<file path="src/rtl/multicycle_ctrl_if.sv">
// Decode-class inputs and latch/enable/counter outputs between the multi-cycle controller and the LA32 datapath.
interface multicycle_ctrl_if #(parameter int CNT_W = 32) ();
    logic             inst_br_only;
    logic             inst_load;
    logic             inst_store;
    logic             inst_gr_we;
    logic             br_taken;
    logic             halt_req;
    logic [2:0]       state;
    logic             inst_sram_en;
    logic             ir_we;
    logic             pc_we;
    logic             pc_sel_br;
    logic             exe_latch_we;
    logic             data_sram_en;
    logic             data_sram_we;
    logic             mdr_we;
    logic             rf_we;
    logic             inst_retire;
    logic [CNT_W-1:0] cycle_cnt;
    logic [CNT_W-1:0] retire_cnt;

    modport master (
        input  inst_br_only, inst_load, inst_store, inst_gr_we, br_taken, halt_req,
        output state, inst_sram_en, ir_we, pc_we, pc_sel_br, exe_latch_we,
               data_sram_en, data_sram_we, mdr_we, rf_we, inst_retire,
               cycle_cnt, retire_cnt
    );

    modport slave (
        output inst_br_only, inst_load, inst_store, inst_gr_we, br_taken, halt_req,
        input  state, inst_sram_en, ir_we, pc_we, pc_sel_br, exe_latch_we,
               data_sram_en, data_sram_we, mdr_we, rf_we, inst_retire,
               cycle_cnt, retire_cnt
    );
endinterface

</file>
<file path="src/rtl/multicycle_ctrl.sv">
// Sequences the LA32 multi-cycle datapath through IF/ID/EXE/MEM/WB, stretching IF and MEM to MEM_LAT cycles.
// Outputs are combinational from state/wcnt/br_q/inputs; halt_req stalls only at the first IF cycle.
module multicycle_ctrl #(
    parameter int MEM_LAT = 1,
    parameter int CNT_W   = 32
) (
    input  logic               clk,
    input  logic               reset,
    multicycle_ctrl_if.master  bus
);
    localparam int            WCW   = (MEM_LAT > 1) ? $clog2(MEM_LAT) : 1;
    localparam logic [WCW-1:0] WLAST = WCW'(MEM_LAT - 1);

    typedef enum logic [2:0] {
        S_IF  = 3'd0,
        S_ID  = 3'd1,
        S_EXE = 3'd2,
        S_MEM = 3'd3,
        S_WB  = 3'd4
    } state_t;

    state_t           state;
    logic [WCW-1:0]   wcnt;
    logic             br_q;
    logic [CNT_W-1:0] cycle_cnt;
    logic [CNT_W-1:0] retire_cnt;

    logic last;
    logic stall;
    logic inst_sram_en, ir_we, pc_we, pc_sel_br, exe_latch_we;
    logic data_sram_en, data_sram_we, mdr_we, rf_we, retire;

    assign last  = (wcnt == WLAST);
    // A halt is honoured only before the fetch starts, never mid-access.
    assign stall = bus.halt_req && (wcnt == '0);

    always_comb begin
        inst_sram_en = 1'b0;
        ir_we        = 1'b0;
        pc_we        = 1'b0;
        pc_sel_br    = 1'b0;
        exe_latch_we = 1'b0;
        data_sram_en = 1'b0;
        data_sram_we = 1'b0;
        mdr_we       = 1'b0;
        rf_we        = 1'b0;
        retire       = 1'b0;
        if (!reset) begin
            case (state)
                S_IF: begin
                    inst_sram_en = !stall;
                    ir_we        = !stall && last;
                end
                S_ID: begin
                    if (bus.inst_br_only) begin
                        retire    = 1'b1;
                        pc_we     = 1'b1;
                        pc_sel_br = bus.br_taken;
                    end
                end
                S_EXE: exe_latch_we = 1'b1;
                S_MEM: begin
                    data_sram_en = 1'b1;
                    data_sram_we = bus.inst_store && (wcnt == '0);
                    if (last) begin
                        mdr_we = bus.inst_load;
                        if (!bus.inst_load) begin
                            retire    = 1'b1;
                            pc_we     = 1'b1;
                            pc_sel_br = br_q;
                        end
                    end
                end
                S_WB: begin
                    rf_we     = bus.inst_gr_we;
                    retire    = 1'b1;
                    pc_we     = 1'b1;
                    pc_sel_br = br_q;
                end
                default: ;
            endcase
        end
    end

    always_ff @(posedge clk) begin
        if (reset) begin
            state      <= S_IF;
            wcnt       <= '0;
            br_q       <= 1'b0;
            cycle_cnt  <= '0;
            retire_cnt <= '0;
        end else begin
            cycle_cnt <= cycle_cnt + CNT_W'(1);
            if (retire)
                retire_cnt <= retire_cnt + CNT_W'(1);
            case (state)
                S_IF: begin
                    if (!stall) begin
                        if (last) begin
                            state <= S_ID;
                            wcnt  <= '0;
                        end else begin
                            wcnt <= wcnt + WCW'(1);
                        end
                    end
                end
                S_ID: begin
                    br_q  <= bus.br_taken;
                    state <= bus.inst_br_only ? S_IF : S_EXE;
                    wcnt  <= '0;
                end
                S_EXE: begin
                    state <= (bus.inst_load || bus.inst_store) ? S_MEM : S_WB;
                    wcnt  <= '0;
                end
                S_MEM: begin
                    if (last) begin
                        state <= bus.inst_load ? S_WB : S_IF;
                        wcnt  <= '0;
                    end else begin
                        wcnt <= wcnt + WCW'(1);
                    end
                end
                S_WB: begin
                    state <= S_IF;
                    wcnt  <= '0;
                end
                default: begin
                    state <= S_IF;
                    wcnt  <= '0;
                end
            endcase
        end
    end

    assign bus.state        = state;
    assign bus.inst_sram_en = inst_sram_en;
    assign bus.ir_we        = ir_we;
    assign bus.pc_we        = pc_we;
    assign bus.pc_sel_br    = pc_sel_br;
    assign bus.exe_latch_we = exe_latch_we;
    assign bus.data_sram_en = data_sram_en;
    assign bus.data_sram_we = data_sram_we;
    assign bus.mdr_we       = mdr_we;
    assign bus.rf_we        = rf_we;
    assign bus.inst_retire  = retire;
    assign bus.cycle_cnt    = cycle_cnt;
    assign bus.retire_cnt   = retire_cnt;
endmodule
</file>
<file path="src/flat_wrapper.sv">
// flat-port wrapper written by rule: the top's interface ports become plain ports
module multicycle_ctrl_flat 
#(
    parameter int MEM_LAT = 1,
    parameter int CNT_W   = 32
)
  (clk, reset, bus_inst_br_only, bus_inst_load, bus_inst_store, bus_inst_gr_we, bus_br_taken, bus_halt_req, bus_state, bus_inst_sram_en, bus_ir_we, bus_pc_we, bus_pc_sel_br, bus_exe_latch_we, bus_data_sram_en, bus_data_sram_we, bus_mdr_we, bus_rf_we, bus_inst_retire, bus_cycle_cnt, bus_retire_cnt);
  multicycle_ctrl_if #(.CNT_W(CNT_W)) bus_i ();
  input  logic clk;
  input  logic reset;
  input wire logic [$bits(bus_i.inst_br_only)-1:0] bus_inst_br_only;
  input wire logic [$bits(bus_i.inst_load)-1:0] bus_inst_load;
  input wire logic [$bits(bus_i.inst_store)-1:0] bus_inst_store;
  input wire logic [$bits(bus_i.inst_gr_we)-1:0] bus_inst_gr_we;
  input wire logic [$bits(bus_i.br_taken)-1:0] bus_br_taken;
  input wire logic [$bits(bus_i.halt_req)-1:0] bus_halt_req;
  output wire logic [$bits(bus_i.state)-1:0] bus_state;
  output wire logic [$bits(bus_i.inst_sram_en)-1:0] bus_inst_sram_en;
  output wire logic [$bits(bus_i.ir_we)-1:0] bus_ir_we;
  output wire logic [$bits(bus_i.pc_we)-1:0] bus_pc_we;
  output wire logic [$bits(bus_i.pc_sel_br)-1:0] bus_pc_sel_br;
  output wire logic [$bits(bus_i.exe_latch_we)-1:0] bus_exe_latch_we;
  output wire logic [$bits(bus_i.data_sram_en)-1:0] bus_data_sram_en;
  output wire logic [$bits(bus_i.data_sram_we)-1:0] bus_data_sram_we;
  output wire logic [$bits(bus_i.mdr_we)-1:0] bus_mdr_we;
  output wire logic [$bits(bus_i.rf_we)-1:0] bus_rf_we;
  output wire logic [$bits(bus_i.inst_retire)-1:0] bus_inst_retire;
  output wire logic [$bits(bus_i.cycle_cnt)-1:0] bus_cycle_cnt;
  output wire logic [$bits(bus_i.retire_cnt)-1:0] bus_retire_cnt;
  assign bus_i.inst_br_only = bus_inst_br_only;
  assign bus_i.inst_load = bus_inst_load;
  assign bus_i.inst_store = bus_inst_store;
  assign bus_i.inst_gr_we = bus_inst_gr_we;
  assign bus_i.br_taken = bus_br_taken;
  assign bus_i.halt_req = bus_halt_req;
  assign bus_state = bus_i.state;
  assign bus_inst_sram_en = bus_i.inst_sram_en;
  assign bus_ir_we = bus_i.ir_we;
  assign bus_pc_we = bus_i.pc_we;
  assign bus_pc_sel_br = bus_i.pc_sel_br;
  assign bus_exe_latch_we = bus_i.exe_latch_we;
  assign bus_data_sram_en = bus_i.data_sram_en;
  assign bus_data_sram_we = bus_i.data_sram_we;
  assign bus_mdr_we = bus_i.mdr_we;
  assign bus_rf_we = bus_i.rf_we;
  assign bus_inst_retire = bus_i.inst_retire;
  assign bus_cycle_cnt = bus_i.cycle_cnt;
  assign bus_retire_cnt = bus_i.retire_cnt;
  multicycle_ctrl #(.MEM_LAT(MEM_LAT), .CNT_W(CNT_W)) u_core (.clk(clk), .reset(reset), .bus(bus_i));
endmodule
</file>
<file path="config.mk">
export PLATFORM = sky130hd
export DESIGN_NAME = multicycle_ctrl_flat
export DESIGN_NICKNAME = d
export VERILOG_FILES = /design/src/rtl/multicycle_ctrl_if.sv /design/src/rtl/multicycle_ctrl.sv /design/src/flat_wrapper.sv
export SDC_FILE = /design/constraint.sdc
export NUM_CORES = 1
export LEC_CHECK = 0
export CAP_MARGIN = 30
export CORE_ASPECT_RATIO = 0.5
export CORE_MARGIN = 5
export CORE_UTILIZATION = 44
export CTS_CLUSTER_SIZE = 25
export DETAILED_ROUTE_END_ITERATION = 8
export PLACE_DENSITY_LB_ADDON = 0.3
export SETUP_SLACK_MARGIN = 0.5
export SLEW_MARGIN = 0
export SYNTH_ARGS = -nofsm -noshare
export SYNTH_HDL_FRONTEND = slang
export SYNTH_SLANG_ARGS = --single-unit
</file>
<file path="constraint.sdc">
create_clock -name clk -period 1.8 [get_ports clk]
set_input_delay 0.36 -clock clk [delete_from_list [all_inputs] [get_ports clk]]
set_output_delay 0.36 -clock clk [all_outputs]
set_load 0.05 [all_outputs]
</file>
# Yosys cells after proc, flatten, opt, wreduce, memory -nomap -nowiden

Index checks and enable logic that the tools add are counted.

Logic and storage cells: 58
Output and inout port bits: 77
Bits in registers: 69
Input bits: 8

Muxes and demuxes: 35
Bitwise operators: 1
Equal/unequal tests: 7
Reduce and logical (&&, ||, !) cells: 7
Add/sub/neg operators: 3

Operators with widths:

| cell                  | number |
|---|---|
| $add 32x1->32 const B | 2 |
| $mux 1                | 25 |
| $mux 3                | 5 |
| $pmux 3 s4            | 1 |
| $eq 3x2->1 const B    | 2 |
| $ne 2x2->1 const B    | 3 |
| $pmux 1 s3            | 2 |
| $eq 3x1->1 const B    | 1 |
| $eq 3x3->1 const B    | 1 |
| $logic_and 1x1->1     | 3 |
| $logic_not 3->1       | 1 |
| $reduce_and 3->1      | 1 |
| $mux 2                | 1 |
| $pmux 1 s2            | 1 |
| $add 1x1->1 const B   | 1 |
| $logic_not 1->1       | 1 |
| $logic_or 1x1->1      | 1 |
| $not 1->1             | 1 |

# Logic depth before layout (Yosys ltp)

Gate-level depths: netlist (run 1).

Depth in word-level cells: 6
Gate-level depth with buffers: 7
Mapped depth without buffers: 6

# Worst setup path before layout (run 1)

Ideal clock, no wire load.

Path type: reg-to-output
Start point: reg u_core.state[0] (netlist: u_core.bus.state[0])
End point: out bus_pc_sel_br
Cell stages (with the launch flop): 7
Data arrival time: 3679 ps
Required time: 1440 ps
Path buffers: 2
Slack: -2239 ps
Cells stage by stage: dfxtp_1 -> buf_2 -> nor2_1 -> and2_1 -> buf_2 -> a22oi_1 -> a2111oi_0

Cells in the longest elaborated chain, start to end: 3
Elaborated cells between the ends (all ways): 5
Those cells by class: 3 x eq/ne; 2 x mux

Ends and longest elaborated chain:

| element                            | line                   | text |
|---|---|---|
| start: declaration                 | multicycle_ctrl.sv:22  | `state_t state;` |
| start signal: assignment           | multicycle_ctrl.sv:109 | `state <= bus.inst_br_only ? S_IF : S_EXE;` |
| start signal: assignment           | multicycle_ctrl.sv:113 | `state <= (bus.inst_load \|\| bus.inst_store) ? S_MEM : S_WB;` |
| start signal: assignment           | multicycle_ctrl.sv:118 | `state <= bus.inst_load ? S_WB : S_IF;` |
| $eq 3x3->1 (tied with other cells) | multicycle_ctrl.sv:49  | `case (state)` |
| $pmux 1 s3 *                       | multicycle_ctrl.sv:49  |  |
| $mux 1 *                           | multicycle_ctrl.sv:48  | `if (!reset) begin` |
| end: declaration                   | flat_wrapper.sv:21     | `output wire logic [$bits(bus_i.pc_sel_br)-1:0] bus_pc_sel_br;` |

Every way passes the cells marked *; elsewhere a longest branch is shown, timed or not.

# Worst setup path after layout (run 1)

Start point: reg u_core.state[1] (netlist: u_core.bus.state[1])
End point: out bus_pc_sel_br

The elaborated chain is that of the path after synthesis.

==> flow_summary.json, run 1 <==
{
  "cts.path.max_buffers": 2,
  "fin_crit_sh": 1.11,
  "maxSlewViolCount": 0,
  "nets": 588,
  "finalCriticalPeriod_ps": 2000,
  "grt_pass1_vias": 3745,
  "crit_arrival_ps": 1640,
  "path_class": "reg2out",
  "overflow": 0,
  "synthXorXnorAreaFrac": 0.132,
  "synth_compound_area_frac": 0.119,
  "finalSetupViolCount": 12,
  "reg2regPathDepth": 10,
  "tns_ps": -1090,
  "hp-class": "in2reg",
  "hold_depth": 3,
  "yosysWarnings": 0,
  "finalHoldViolCount": 0,
  "synth_top_family_by_area": "simple AND/OR/NAND/NOR gates",
  "cp-end-kind": "primary output",
  "rsz0062_at_grt": "true",
  "viasPerCell": 5.84,
  "clock_latency_ps": 340,
  "via_count": 3967,
  "die_h_um": 71.5,
  "ant_nets": 0,
  "dp.cells": 567,
  "cts_htree_levels": 3,
  "regArea_mm2": 0.00157,
  "path_max_fanout": 6,
  "synth_adder_area_share": 0.00752,
  "synth-simple-area-share": 0.298,
  "start_kind": "register",
  "areaGrowthSynthToFinish_pct": 105,
  "cp.required_ps": 1440,
  "endpoint": "bus_pc_sel_br",
  "cts_sinks": 68,
  "drt_iter0_drc": 252,
  "ys_seq_area_frac": 0.409,
  "design.core.area_mm2": 0.00735,
  "async_flop_share": 0,
  "numCtsBuffers": 9,
  "p_leak_uw": 0.00271,
  "reg2reg_slack_ps": -150,
  "post_drt_wl_per_cell_um": 21.8,
  "violations": "negative setup slack",
  "gp_congestion": 0.769,
  "synth_top_area_share": 0.409,
  "ys_seq_elements": 68,
  "synthMuxAreaShare": 0.00301,
  "syn_area_mm2": 0.00333,
  "io_pins": 85,
  "r2r-start": "u_core.bus.state[1]",
  "fillers": 241,
  "start_util": 0.453,
  "yosys-top-cells-area": "dfxtp_1 (41%), nor2_1 (7.3%), xnor2_1 (6.8%)",
  "wirelength_um": 14800,
  "yosysMostFrequentCell": "dfxtp_1",
  "max_slew_margin": 0.773,
  "antenna_found_initial": 0,
  "drc": 0,
  "antenna_cells": 0,
  "grt_max_degree": 24,
  "synthFlopType": "dfxtp_1",
  "grt_use_total": 0.241,
  "syn_inst": 386,
  "multi_input_area_mm2": 0.00264,
  "cts_tree": "built",
  "layout-drive-gt1-share": 0.669,
  "io_buffers": 84,
  "startpoint": "u_core.bus.state[1]",
  "syn_nets": 396,
  "worst_slack_ps": -198,
  "post-route-util": 0.927,
  "dieArea_mm2": 0.00950,
  "synth_edf_count": 0,
  "num_rows": 22,
  "outcome": "complete, but fails checks",
  "dp_hpwl_um": 6190,
  "dp_slack_ps": -335,
  "die_w_um": 133,
  "postSynthAreaPerCell_um2": 8.62,
  "finalNonFillerCells": 679,
  "yosys.area.top_type": "dfxtp_1",
  "grt_first_pass_wirelength_um": 18500,
  "whs_ps": 434,
  "power_per_cell_area_mw_per_mm2": 551,
  "cts_hold_buf": 0,
  "synth_cell_type_count": 46,
  "fmax_mhz": 501,
  "maxCapViolCount": 0,
  "skew_ps": 7.92,
  "worst_slew_pin_slew_ps": 336,
  "dr.pass1.iters": 5,
  "synthTopCellsByCount": "dfxtp_1 (68), nor2_1 (65), xnor2_1 (26)",
  "r2r_end": "u_core.bus.retire_cnt[21]",
  "worst_ir_drop_vdd_v": 0.000687,
  "clkTransAtPathRegs_ps": 60,
  "root_buffer": "clkbuf_16"
}
## registers in the layout (all words and copies together), names as in the netlist
signal                 count
u_core.bus.cycle_cnt      32
u_core.bus.retire_cnt     32
u_core.bus.state           3
u_core.br_q                1
## cells in the final DEF, fill, tap and decap left out, types with 4 or more instances in the layout
cell type and n:
buf_6 82, buf_4 76, nor2_1 56, dfxtp_4 51
buf_8 29, xnor2_1 23, xor2_1 22, nand2_1 19
dfxtp_2 14, nand3_2 12, clkbuf_16 9, a21oi_1 7
a21oi_2 7, buf_12 7, a2111oi_4 6, nor4_4 6
and3_1 6, nand3_1 6, nand4_1 6, or3_1 6
o21ai_0 6, nor2_4 5, and3_4 5, nand3_4 5
o2111ai_4 5, a211oi_2 5, o21ai_2 4, nor2_2 4
inv_1 4, and4_4 4
## where the power goes
part | total, uW | internal, uW | switching [uW]
sequential | 1470 | 1450 | 24.3
clock | 1900 | 1200 | 699
combinational | 380 | 175 | 205
## metrics by stage
step | instance area (um^2) | power (uW)
global route | 6820 | 3850
global placement | 4700 | 1740
CTS | 6130 | 3660
floorplan | 3860 | 1660
finish | 6820 | 3750
detailed placement | 4700 | 1740
## worst min-delay path by stage
stage / from / to / slack (ps)
6_report: reset / u_core.bus.state[0] / 430
3_5_place_dp: u_core.bus.cycle_cnt[0] / u_core.bus.cycle_cnt[0] / 450
5_1_grt: reset / u_core.bus.state[0] / 430
3_3_place_gp: u_core.bus.cycle_cnt[0] / u_core.bus.cycle_cnt[0] / 440
4_1_cts: reset / u_core.bus.state[2] / 410
2_1_floorplan: u_core.br_q / u_core.br_q / 470
## worst max-delay path, stage by stage, from the launching register on
cell and delay [ps]:
dfxtp_4 380, buf_6 140, o21bai_1 210, a22oi_2 120, a2111oi_4 270, buf_12 180
## cells by family (layout without fill, tap and decap cells)
logic type / Yosys count / after routing
AOI/OAI and AO/OA: 57 / 57
xor gates and xnor gates: 50 / 50
adders and majority gates: 2 / 2
buffers and inverters: 26 / 223
DFF: 68 / 68
muxes: 1 / 1
and+or+nand+nor: 182 / 182
## final cells by class
cell class | count | area share
multi-input cells | 292 | 0.387
repair buffers | 202 | 0.317
flip-flops and latches | 68 | 0.230
clock buffers | 10 | 0.0336
well taps | 96 | 0.0176
clock inverters | 6 | 0.0116
inverters | 5 | 0.00275
## what timing repair did
item,CTS,global route
setup endpoints to repair,74,105
setup buffers,53,42
pin swaps,79,54
cloned,1,0
gates resized for setup,166,91
## per-layer routing
| metal | global-route usage | routed length (um) | vias up | share of wire |
|---|---|---|---|---|
| li1 | - | - | 1756 | - |
| met1 | 0.257 | 5420 | 1937 | 0.37 |
| met4 | 0.0910 | 741 | 0 | 0.050 |
| met2 | 0.456 | 7790 | 198 | 0.53 |
| met5 | 0 | 0 | - | 0 |
| met3 | 0.0736 | 830 | 76 | 0.056 |
Note: power is estimated with default switching activity, not from simulation.
==> run 2, diff against run 1 <==
--- a/config.mk
+++ b/config.mk
@@ -8,9 +8,10 @@
 export CAP_MARGIN = 30
 export CORE_ASPECT_RATIO = 0.5
 export CORE_MARGIN = 5
-export CORE_UTILIZATION = 44
+export CORE_UTILIZATION = 57
 export CTS_CLUSTER_SIZE = 25
 export DETAILED_ROUTE_END_ITERATION = 8
+export DONT_BUFFER_PORTS = 1
 export PLACE_DENSITY_LB_ADDON = 0.3
 export SETUP_SLACK_MARGIN = 0.5
 export SLEW_MARGIN = 0
==> run 2 against run 1 <==
The run now fails in 4_1_cts. Area after synthesis unchanged. Synthesized cell count unchanged.
==> flow_summary.json, run 2 <==
{
  "outcome": "did not finish",
  "haltStage": "4_1_cts",
  "stop_error": "[ERROR DPL-0038] Utilization greater than 100%, impossible to legalize",
  "synth_cell_type_count": 46,
  "syn_nets": 396,
  "die_h_um": 64.0,
  "cts_sinks": 68,
  "synthTopCellsByCount": "dfxtp_1 (68), nor2_1 (65), xnor2_1 (26)",
  "post_cts_resized": 127,
  "io_pins": 85,
  "dp_hpwl_um": 6890,
  "gp_congestion": 0.880,
  "syn_area_mm2": 0.00333,
  "synthFlopType": "dfxtp_1",
  "ys_seq_area_frac": 0.409,
  "yosys.area.top_type": "dfxtp_1",
  "cts.path.max_buffers": 2,
  "start_util": 0.598,
  "io_buffers": 0,
  "root_buffer": "clkbuf_16",
  "cts_hold_buf": 0,
  "numCtsBuffers": 9,
  "num_rows": 19,
  "die_w_um": 118,
  "ys_seq_elements": 68,
  "synth_edf_count": 0,
  "postSynthAreaPerCell_um2": 8.62,
  "yosys-top-cells-area": "dfxtp_1 (41%), nor2_1 (7.3%), xnor2_1 (6.8%)",
  "dpl-instance-area_mm2": 0.00444,
  "cts_htree_levels": 3,
  "yosysMostFrequentCell": "dfxtp_1",
  "yosysWarnings": 0,
  "async_flop_share": 0,
  "cts_setup_buffers": 32,
  "syn_inst": 386,
  "synth_top_area_share": 0.409
}
run 2: metrics by stage:
step	worst slack (ps)	utilization	cells	hold slack, ps	TNS [ps]
after detailed placement	102	0.798	518	425	0
after global placement	162	0.798	518	422	0
after floorplan	-226	-	386	474	-561
run 2: cells by family after synthesis:
| logic type | synth area share |
|---|---|
| adder cells (fa/ha/maj) | 0.00752 |
| buffers and inverters | 0.0324 |
| AO/OA/AOI/OAI | 0.119 |
| flip-flops | 0.409 |
| multiplexers | 0.00301 |
| AND/OR/NAND/NOR | 0.298 |
| XOR/XNOR | 0.132 |
==> run 3, diff against run 2 <==
--- a/config.mk
+++ b/config.mk
@@ -6,14 +6,11 @@
 export NUM_CORES = 1
 export LEC_CHECK = 0
 export CAP_MARGIN = 30
-export CORE_ASPECT_RATIO = 0.5
 export CORE_MARGIN = 5
-export CORE_UTILIZATION = 57
-export CTS_CLUSTER_SIZE = 25
+export CORE_UTILIZATION = 40
 export DETAILED_ROUTE_END_ITERATION = 8
 export DONT_BUFFER_PORTS = 1
-export PLACE_DENSITY_LB_ADDON = 0.3
-export SETUP_SLACK_MARGIN = 0.5
+export PLACE_DENSITY_LB_ADDON = 0.15
 export SLEW_MARGIN = 0
 export SYNTH_ARGS = -nofsm -noshare
 export SYNTH_HDL_FRONTEND = slang
==> constraint.sdc (replaced) <==
create_clock -name clk -period 2.3 [get_ports clk]
set_input_delay 0.46 -clock clk [delete_from_list [all_inputs] [get_ports clk]]
set_output_delay 0.46 -clock clk [all_outputs]
set_load 0.05 [all_outputs]
==> run 3 against run 2 <==
The flow now finishes without violations.
==> flow_summary.json, run 3 (same netlist as run 1, synthesis figures left out) <==
{
  "viasPerCell": 5.19,
  "antenna_found_initial": 0,
  "rsz0062_at_grt": "false",
  "overflow": 0,
  "path_max_fanout": 5,
  "gp_congestion": 0.753,
  "hold_depth": 1,
  "cts.path.max_buffers": 2,
  "maxSlewViolCount": 0,
  "finalCriticalPeriod_ps": 2220,
  "io_pins": 85,
  "num_rows": 33,
  "maxCapViolCount": 0,
  "grt_pass1_vias": 2890,
  "power_per_cell_area_mw_per_mm2": 566,
  "final_common_cell": "buf_4",
  "nets": 465,
  "reg2reg_slack_ps": 400,
  "layout_common_cells": "buf_4 (74), dfxtp_1 (67), nor2_1 (62)",
  "reg2regPathDepth": 6,
  "grt_max_degree": 71,
  "numCtsBuffers": 9,
  "p_leak_uw": 0.00166,
  "cp-end-kind": "primary output",
  "grt_use_total": 0.173,
  "tns_ps": 0,
  "areaGrowthSynthToFinish_pct": 29.7,
  "cp.required_ps": 1840,
  "finalHoldViolCount": 0,
  "clock_latency_ps": 350,
  "dr.pass1.iters": 5,
  "grt_first_pass_wirelength_um": 14100,
  "post_drt_wl_per_cell_um": 15.2,
  "antenna_cells": 0,
  "hold_start": "reset",
  "die_h_um": 101,
  "drc": 0,
  "root_buffer": "clkbuf_8",
  "design.core.area_mm2": 0.00818,
  "reg_top3": "u_core.bus.cycle_cnt x32, u_core.bus.retire_cnt x32, u_core.bus.state x3",
  "cts_tree": "built",
  "cts_htree_levels": 3,
  "wirelength_um": 8600,
  "dieArea_mm2": 0.0102,
  "cts_hold_buf": 0,
  "start_kind": "register",
  "crit_arrival_ps": 1760,
  "start_util": 0.407,
  "multi_input_area_mm2": 0.00192,
  "drt_iter0_drc": 136,
  "cts_sinks": 68,
  "power_uw": 2440,
  "worst_ir_drop_vdd_v": 0.000273,
  "hold_end": "u_core.bus.cycle_cnt[2]",
  "dp_hpwl_um": 6290,
  "via_count": 2931,
  "max_slew_margin": 0.573,
  "io_buffers": 0,
  "path_class": "reg2out",
  "skew_ps": 8.63,
  "fmax_mhz": 451,
  "regArea_mm2": 0.00137,
  "whs_ps": 173,
  "fillers": 771,
  "r2r-start": "u_core.bus.state[1]",
  "clkTransAtPathRegs_ps": 70,
  "worst_slew_pin_slew_ps": 640,
  "final_area_mm2": 0.00431,
  "ant_nets": 0,
  "outcome": "finished clean",
  "die_w_um": 101,
  "r2r_end": "u_core.bus.retire_cnt[29]",
  "dpl-instance-area_mm2": 0.00403,
  "fin_crit_sh": 0.963,
  "post-route-util": 0.528,
  "hp-class": "in2reg",
  "layout-drive-gt1-share": 0.254,
  "finalSetupViolCount": 0
}
-- run 3: area by class of cell --
class / instances / area share
flip-flops and latches: 68 / 0.316
repair buffers: 79 / 0.154
inverters: 5 / 0.00435
clock inverters: 5 / 0.0174
well taps: 105 / 0.0305
clock buffers: 11 / 0.0328
multi-input cells: 292 / 0.444
-- run 3: worst max-delay path by stage --
| stage | from | end | slack (ps) | cells after the start |
|---|---|---|---|---|
| 2_1_floorplan | u_core.bus.state[2] | bus_pc_sel_br | -40 | 4 |
| 3_3_place_gp | u_core.bus.state[0] | bus_pc_sel_br | 470 | 6 |
| 3_5_place_dp | u_core.bus.state[0] | bus_pc_sel_br | 410 | 6 |
| 4_1_cts | u_core.bus.state[0] | bus_pc_sel_br | 20 | 6 |
| 5_1_grt | u_core.bus.state[0] | bus_pc_sel_br | 0.7 | 6 |
| 6_report | u_core.bus.state[0] | bus_pc_sel_br | 80 | 6 |
-- run 3: worst max-delay path, cell delays in order, from the launching register on --
cell	delay, ps
dfxtp_4	360
buf_12	150
nand2b_1	150
o21ai_2	70
nor2_2	70
a2111oi_4	370
clkbuf_16	230
-- run 3: repair_timing --
action	CTS	global route
buffers inserted	0	1
resized for setup	0	9
setup endpoints to repair	0	1
-- run 3: layer usage --
metal,track usage,wire length [um]
met4,0.0511,99
met2,0.257,3790
met5,0,0
met1,0.233,3990
met3,0.0696,717
-- run 3: power breakdown --
| part | total, uW | internal [uW] | switching, uW |
|---|---|---|---|
| sequential | 1190 | 1190 | 7.88 |
| combinational | 145 | 52.6 | 92.0 |
| clock | 1110 | 635 | 470 |
-- run 3: stage by stage --
stage | cells | setup slack, ps
global placement | 547 | 466
CTS | 563 | 17.0
global route | 565 | 0.700
detailed placement | 547 | 407
floorplan | 386 | -43.9
finish | 565 | 85.0
